`src/rtl/sample_decim_pkg.sv`:
```
// Shared types and constants for the sample_decim decimating sampler.
package sample_decim_pkg;

    typedef enum logic {
        ST_IDLE = 1'b0,
        ST_RUN  = 1'b1
    } state_e;

    localparam logic MODE_PICK = 1'b0;
    localparam logic MODE_ACC  = 1'b1;

    // Wide enough to hold the sum of 2^cnt_w full-scale samples without wrapping.
    function automatic int unsigned acc_width(input int unsigned width, input int unsigned cnt_w);
        return width + cnt_w;
    endfunction

endpackage

```
`src/rtl/sample_decim_acc.sv`:
```
// Per-channel window accumulator with a saturating output sum.
// Built by sample_decim only when SAMPLE_DECIM_ACC_EN is defined.
module sample_decim_acc
    import sample_decim_pkg::*;
#(
    parameter int unsigned WIDTH = 8,
    parameter int unsigned CNT_W = 4
) (
    input  logic             clk_i,
    input  logic             rst_ni,
    input  logic             clr_i,
    input  logic             add_i,
    input  logic [WIDTH-1:0] in_i,
    output logic [WIDTH-1:0] sum_o,
    output logic             sat_o
);

    localparam int unsigned AW = acc_width(WIDTH, CNT_W);

    logic [AW-1:0] acc_q;
    logic [AW-1:0] acc_d;
    logic [AW-1:0] total;

    // total includes the current sample so the capture edge sees all R samples
    assign total = acc_q + AW'(in_i);
    assign sat_o = |total[AW-1:WIDTH];
    assign sum_o = sat_o ? '1 : total[WIDTH-1:0];

    always_comb begin
        acc_d = acc_q;
        if (clr_i) begin
            acc_d = '0;
        end else if (add_i) begin
            acc_d = total;
        end
    end

    always_ff @(posedge clk_i or negedge rst_ni) begin
        if (!rst_ni) begin
            acc_q <= '0;
        end else begin
            acc_q <= acc_d;
        end
    end

endmodule

```
`src/rtl/sample_decim.sv`:
```
// Multi-channel decimating sampler: captures one word per channel every div+1 edges.
// Define SAMPLE_DECIM_ACC_EN to build the accumulate mode and the sat flag.
module sample_decim
    import sample_decim_pkg::*;
#(
    parameter int unsigned WIDTH = 8,
    parameter int unsigned CH    = 2,
    parameter int unsigned CNT_W = 4
) (
    input  logic                clk,
    input  logic                rst,
    input  logic                en,
    input  logic                sync,
    input  logic [CNT_W-1:0]    div,
    input  logic                mode,
    input  logic [CH*WIDTH-1:0] in,
    output logic [CH*WIDTH-1:0] out,
    output logic                out_vld,
    output logic                sat
);

    state_e              state_q;
    logic [CNT_W-1:0]    ph_q;
    logic [CNT_W-1:0]    div_q;
    logic [CH*WIDTH-1:0] out_q;
    logic                vld_q;
    logic [CH*WIDTH-1:0] out_d;

`ifdef SAMPLE_DECIM_ACC_EN
    logic                mode_q;
    logic                sat_q;
    logic                sat_d;
    logic [CH*WIDTH-1:0] acc_sum;
    logic [CH-1:0]       acc_sat;
    logic                acc_clr;
    logic                acc_add;

    // Clear whenever this edge does not continue the current window.
    assign acc_clr = (state_q != ST_RUN) || !en || sync || (ph_q == div_q);
    assign acc_add = (mode_q == MODE_ACC);

    for (genvar c = 0; c < CH; c++) begin : g_ch
        sample_decim_acc #(
            .WIDTH(WIDTH),
            .CNT_W(CNT_W)
        ) u_acc (
            .clk_i (clk),
            .rst_ni(rst),
            .clr_i (acc_clr),
            .add_i (acc_add),
            .in_i  (in[c*WIDTH +: WIDTH]),
            .sum_o (acc_sum[c*WIDTH +: WIDTH]),
            .sat_o (acc_sat[c])
        );
    end

    always_comb begin
        out_d = in;
        sat_d = 1'b0;
        if (mode_q == MODE_ACC) begin
            out_d = acc_sum;
            sat_d = |acc_sat;
        end
    end

    assign sat = sat_q;
`else
    logic unused_mode;

    assign unused_mode = mode;
    assign sat         = 1'b0;

    always_comb begin
        out_d = in;
    end
`endif

    assign out     = out_q;
    assign out_vld = vld_q;

    always_ff @(posedge clk or negedge rst) begin
        if (!rst) begin
            state_q <= ST_IDLE;
            ph_q    <= '0;
            div_q   <= '0;
            out_q   <= '0;
            vld_q   <= 1'b0;
`ifdef SAMPLE_DECIM_ACC_EN
            mode_q  <= MODE_PICK;
            sat_q   <= 1'b0;
`endif
        end else begin
            vld_q <= 1'b0;
            case (state_q)
                ST_IDLE: begin
                    if (en) begin
                        state_q <= ST_RUN;
                        ph_q    <= '0;
                        div_q   <= div;
`ifdef SAMPLE_DECIM_ACC_EN
                        mode_q  <= mode;
`endif
                    end
                end
                ST_RUN: begin
                    // Priority: disable, then restart, then capture, then advance.
                    if (!en) begin
                        state_q <= ST_IDLE;
                        ph_q    <= '0;
                    end else if (sync) begin
                        ph_q    <= '0;
                        div_q   <= div;
`ifdef SAMPLE_DECIM_ACC_EN
                        mode_q  <= mode;
`endif
                    end else if (ph_q == div_q) begin
                        out_q   <= out_d;
                        vld_q   <= 1'b1;
                        ph_q    <= '0;
                        div_q   <= div;
`ifdef SAMPLE_DECIM_ACC_EN
                        sat_q   <= sat_d;
                        mode_q  <= mode;
`endif
                    end else begin
                        ph_q    <= ph_q + CNT_W'(1);
                    end
                end
                default: begin
                    state_q <= ST_IDLE;
                end
            endcase
        end
    end

endmodule
```
`config.mk`:
```
export PLATFORM = sky130hd
export DESIGN_NAME = sample_decim
export DESIGN_NICKNAME = d
export VERILOG_FILES = /design/src/rtl/sample_decim_pkg.sv /design/src/rtl/sample_decim_acc.sv /design/src/rtl/sample_decim.sv
export SDC_FILE = /design/constraint.sdc
export NUM_CORES = 1
export LEC_CHECK = 0
export ABC_AREA = 1
export CAP_MARGIN = 20
export CORE_ASPECT_RATIO = 0.5
export CORE_MARGIN = 5
export CORE_UTILIZATION = 43
export CTS_CLUSTER_SIZE = 20
export DETAILED_ROUTE_END_ITERATION = 8
export GPL_TIMING_DRIVEN = 0
export HOLD_SLACK_MARGIN = 0.08
export PLACE_DENSITY = 0.88
export SETUP_SLACK_MARGIN = 0.2
export SLEW_MARGIN = 20
export SYNTH_ARGS = -nofsm -noshare
export SYNTH_HDL_FRONTEND = slang
export SYNTH_SLANG_ARGS = --single-unit
```
`constraint.sdc`:
```
create_clock -name clk -period 1.3 [get_ports clk]
set_input_delay 0.26 -clock clk [delete_from_list [all_inputs] [get_ports clk]]
set_output_delay 0.26 -clock clk [all_outputs]
set_load 0.02 [all_outputs]
```
# == Word level (Yosys, flattened, before mapping) ==
# Index checks and enable logic that the tools add are counted.
# op_classes
addsub,1
n_eq_ne,4
n_mux,15
bitwise,2
reduce_logical,2
# ops
operator,n
2-to-1 mux 4 bit,8
case mux 4 bit (2 select lines),2
2-to-1 mux 1 bit,5
adder 4 x 1 -> 4 bit (second input constant),1
== test 4 bit,1
!= test 2 bit (second input constant),2
AND reduction 4 bit,1
!= test 3 x 2 -> 1 bit (second input constant),1
AND reduction 3 bit,1
inverter 1 bit,2
# word_totals
register_bits,26
output_inout_bits,18

# == Longest topological paths before layout ==
# logic_depth
ltp_word,5
depth_mapped,9
mapped_depth_nobuf,9

# == Least setup slack after synthesis ==
# OpenSTA, ideal clock, no wires.
# synth_timing
path_type,register to register
startpoint,reg ph_q[0]
endpoint,reg out_q[0] (netlist: out[0])
arrival_time_ns,1.078
required_ns,1.177
slack_ns,0.099
path_stages_with_launch,9
n_path_buf,1
cell_sequence,dfrtp_1 inv_1 nand2_1 nand2_1 nor2_1 nand2_2 clkbuf_1 o21ai_0 nand2_1
# synth_between
elab_chain_len,2
# synth_lines
element,line,rtl
"start, declared",sample_decim.sv:23,logic [CNT_W-1:0] ph_q;
"start signal, assigned",sample_decim.sv:126,ph_q <= ph_q + CNT_W'(1);
== test 4 bit,sample_decim.sv:116,end else if (ph_q == div_q) begin
AND reduction 4 bit (no line),-,
"end signal, assigned",sample_decim.sv:117,out_q <= out_d;
"end, declared",sample_decim.sv:25,logic [CH*WIDTH-1:0] out_q;
# Every way passes these cells.
# A chain may end at the register's enable or synchronous reset.

# == Final worst setup path ==
# layout_timing
startpoint,reg div_q[0]
endpoint,reg out_q[11] (netlist: out[11])
# layout_between
elab_chain_len,2
# layout_lines
element,line,rtl
"start, declared",sample_decim.sv:24,logic [CNT_W-1:0] div_q;
"start signal, assigned",sample_decim.sv:99,div_q <= div;
"start signal, assigned",sample_decim.sv:112,div_q <= div;
"start signal, assigned",sample_decim.sv:120,div_q <= div;
== test 4 bit,sample_decim.sv:116,
AND reduction 4 bit (no line),-,
# Every way passes these cells.

==> run_results.csv <==
group,metric,value,unit
critical_path,required,1460,ps
critical_path,cp-end-kind,"register",
clocking,cts_buffer_depth,2,
final_layout,multi_input_area,517,um2
critical_path,critPathMaxStageDelay,400,ps
sta,setup_violations,12,
sta,hold_viol_final,0,
route,drt-wirelength-per-cell,17.3,um
pwr,pwr-share-comb,43.4,%
pwr,intPower,2.19,mW
final_layout,nets,225,
synth,syn_inst,136,
sta,slew_viol_final,0,
synth,synthDistinctLibCells,19,
global_routing,overflow,0,
placed_design,place_congestion,0.749,
critical_path,worstSetupStartpoint,"div_q[0]$_DFFE_PN0P_",
pwr,netSwitchingPower,1.23,mW
hold_path,hp-start,"en",
critical_path,r2r-start,"div_q[0]$_DFFE_PN0P_",
sta,rsz0062_at_grt,"yes",
floorplanning,die_area,3860,um2
route,via_per_inst,5.22,
run_status,violations,"setup timing",
pwr,p_leak,0.984,nW
route,first_pass_iters,4,
clocking,cts_max_level,1,
route,drtIter0Drc,108,
pwr,powerDensity,1750,nW/um2
global_routing,grt_pass1_wl,5.10,mm
synth,synth_area_leaders,"dfrtp_1 57%, nand2_1 18%, o21ai_0 8.7%, nand3_1 3.9%, inv_1 2.9%",
sta,fin_crit_sh,110,%
route,via_count,1227,
critical_path,crit_arrival,1590,ps
critical_path,crit_path_frequent_cell,"nand2_1",
synth,seq_area_frac_synth,56.7,%
synth,synth_top_area_cell,"dfrtp_1",
synth,yosysWarningCount,0,
floorplanning,initial_core_util,44.6,%
pwr,p_clk_share,20.3,%
clocking,cts_sinks,26,
floorplanning,num_rows,13,
sta,period_minus_slack,1420,ps
route,drc,0,
clocking,worstSkewPairLatency,280,ps
route,drt-total-wl,4.07,mm
final_layout,final_cell_count_no_fill,235,
sta,fin_tns_setup,-402,ps
pwr,p_total,3.41,mW
final_layout,syn2layout_area_growth,70.0,%
hold_path,hold_class,"in -> reg",
critical_path,critPathTopFamily,"simple AND/OR/NAND/NOR gates",
run_status,outcome,"complete, but fails checks",
sta,fin_skew,1.78,ps
route,drtAntennaViolNets,0,
sta,timing.hold.ws,486,ps
final_layout,drive_gt1_share,39.4,%
critical_path,crit_slowest_cell,"dfrtp_1",
synth,synth-seq-cells,26,
synth,yosys.area.top_type_share,56.7,%
global_routing,track_usage,17.1,%
synth,synthesis.nets,162,
clocking,cts_tree,"yes",
final_layout,utilization,75.9,%
floorplanning,core,2570,um2
global_routing,antenna_found_initial,0,
placed_design,port_buffers,40,
route,routed.top_layer,"met4",
pwr,peakVddDrop,0.000961,V
route,dr_wl_met2,2.11,mm
final_layout,diodes,0,
synth,synth_area_per_cell,8.44,um2
clocking,cts_made_buffers,3,
sta,max_freq,0.702,GHz
job,cap_viol_max_count,0,
final_layout,fill_cells,154,
floorplanning,die_y,46.5,um
critical_path,critPathLaunchType,"register",
clocking,cts.root.buffer_cell,"clkbuf_8",
route,wl_met1,1.56,mm
final_layout,ff_latch_area,651,um2
floorplanning,chipWidth,83.1,um
critical_path,critical_path_buf_inv_count,2,
route,met3_length,249,um
synth,netlist_area,1150,um2
sta,relSlewSlack,60.8,%
clocking,cts.clk_slew.worst_paths,90,ps
global_routing,grt_max_degree,27,
sta,tightest_slew,588,ps
critical_path,crit_fanout,6,
pwr,sequentialPowerShare,36.2,%
critical_path,worstSetupPathType,"reg -> reg",
placed_design,dp_hpwl,1.99,mm
pwr,switching_share,35.9,%
sta,setup_ws,-124,ps
global_routing,grt_pass1_vias,1084,
placed_design,dp.cells,213,
critical_path,worstPathCellList,"inv_1, nand2_1, nand2_1, nor2_2, nand2_4, buf_6, o21ai_1, nand2_1",
floorplanning,ios,43,
==> timing repair <==
| item | 4_1_cts | 5_1_grt |
|---|---|---|
| pin swaps | 3 | 6 |
| endpoints found under the setup margin | 42 | 40 |
| gates resized for setup | 99 | 62 |
| hold buffers | 1 | 0 |
| setup buffers | 7 | 7 |
| cloned | 2 | 1 |
| endpoints found under the hold margin | 26 | 0 |
==> synth_stat cells, drive strengths merged <==
cell	number
buf	3
clkbuf	3
conb	1
dfrtp	26
ha	1
inv	10
nand2	56
nand3	9
nor2	4
o21ai	20
or2	1
xor2	2
==> worst paths after layout <==
kind / depth (start not counted) / slack (ps) / to
setup / recovery: 8 / -120 / out[11]$_DFFE_PN0P_
hold / removal: 1 / 490 / state_q$_DFF_PN0_
setup reg to reg: 8 / -120 / out[11]$_DFFE_PN0P_
hold reg to reg: 2 / 510 / out[2]$_DFFE_PN0P_
max in group asynchronous: 2 / 410 / out[10]$_DFFE_PN0P_
min in group asynchronous: 2 / 510 / out[4]$_DFFE_PN0P_
==> layout by cell type (no fill, tap or decap) <==
cell type	synthesis	routed
buf_2	1	3
buf_4	1	15
buf_6	1	19
buf_8	0	1
bufinv_16	0	1
clkbuf_8	0	6
clkdlybuf4s50_1	0	22
conb_1	1	1
dfrtp_1	26	26
dlygate4sd3_1	0	1
ha_1	1	1
inv_1	9	7
inv_2	1	3
nand2_1	55	38
nand2_2	1	16
nand2_4	0	2
nand3_1	9	9
nor2_2	1	1
nor2_4	1	3
o21ai_0	20	3
o21ai_1	0	10
o21ai_2	0	7
or2_2	1	1
xor2_1	2	2
==> state kept, by name (all words and copies together), names as in the netlist <==
| name | flops |
|---|---|
| state_q | 1 |
| div_q | 4 |
| out_vld | 1 |
| out | 16 |
| ph_q | 4 |
==> cell families after synthesis <==
family	Yosys count	share of synthesized area, %
simple gates	70	25.2
flops	26	56.7
compound gates	20	8.72
buf+inv	16	6.43
xor+xnor	2	1.53
fa+ha+maj	1	1.09
other cells	1	0.327
==> worst reg2reg max path, cell delays in order, from the launching register on <==
cell and delay (ps):
dfrtp_1 400, inv_1 60, nand2_1 60, nand2_1 70
nor2_2 140, nand2_4 110, buf_6 150, o21ai_1 200
nand2_1 110
==> final cells by class <==
class | instances | share of cell area [%]
Sequential cell | 26 | 33.4
Timing Repair Buffer | 58 | 28.5
Multi-Input combinational cell | 94 | 26.5
Buffer | 6 | 3.72
Tap cell | 37 | 2.37
Clock buffer | 3 | 2.12
Inverter | 10 | 1.92
Clock inverter | 1 | 1.54
==> through the flow <==
step	setup WS [ps]	cell area (um2)
after CTS	37.6	1730
after global routing	-223	1950
after floorplan	116	1150
after global placement	-483	1600
after detailed placement	-578	1590
final	-124	1950
==> metal layers <==
| metal | track usage (%) | vias to the layer above |
|---|---|---|
| met5 | 0 | - |
| li1 | - | 548 |
| met2 | 32.8 | 60 |
| met1 | 18.8 | 599 |
| met3 | 4.64 | 20 |
| met4 | 6.51 | 0 |
==> power by group through the flow <==
stage | combinational, mW | clock (mW) | sequential [mW]
CTS | 1.06 | 0.679 | 1.16
finish | 1.48 | 0.694 | 1.24
floorplan | 0.248 | 0 | 1.43
global placement | 1.08 | 0 | 1.16
detailed placement | 1.11 | 0 | 1.17
global route | 1.56 | 0.735 | 1.26
Power figures use the tool's default switching activity.
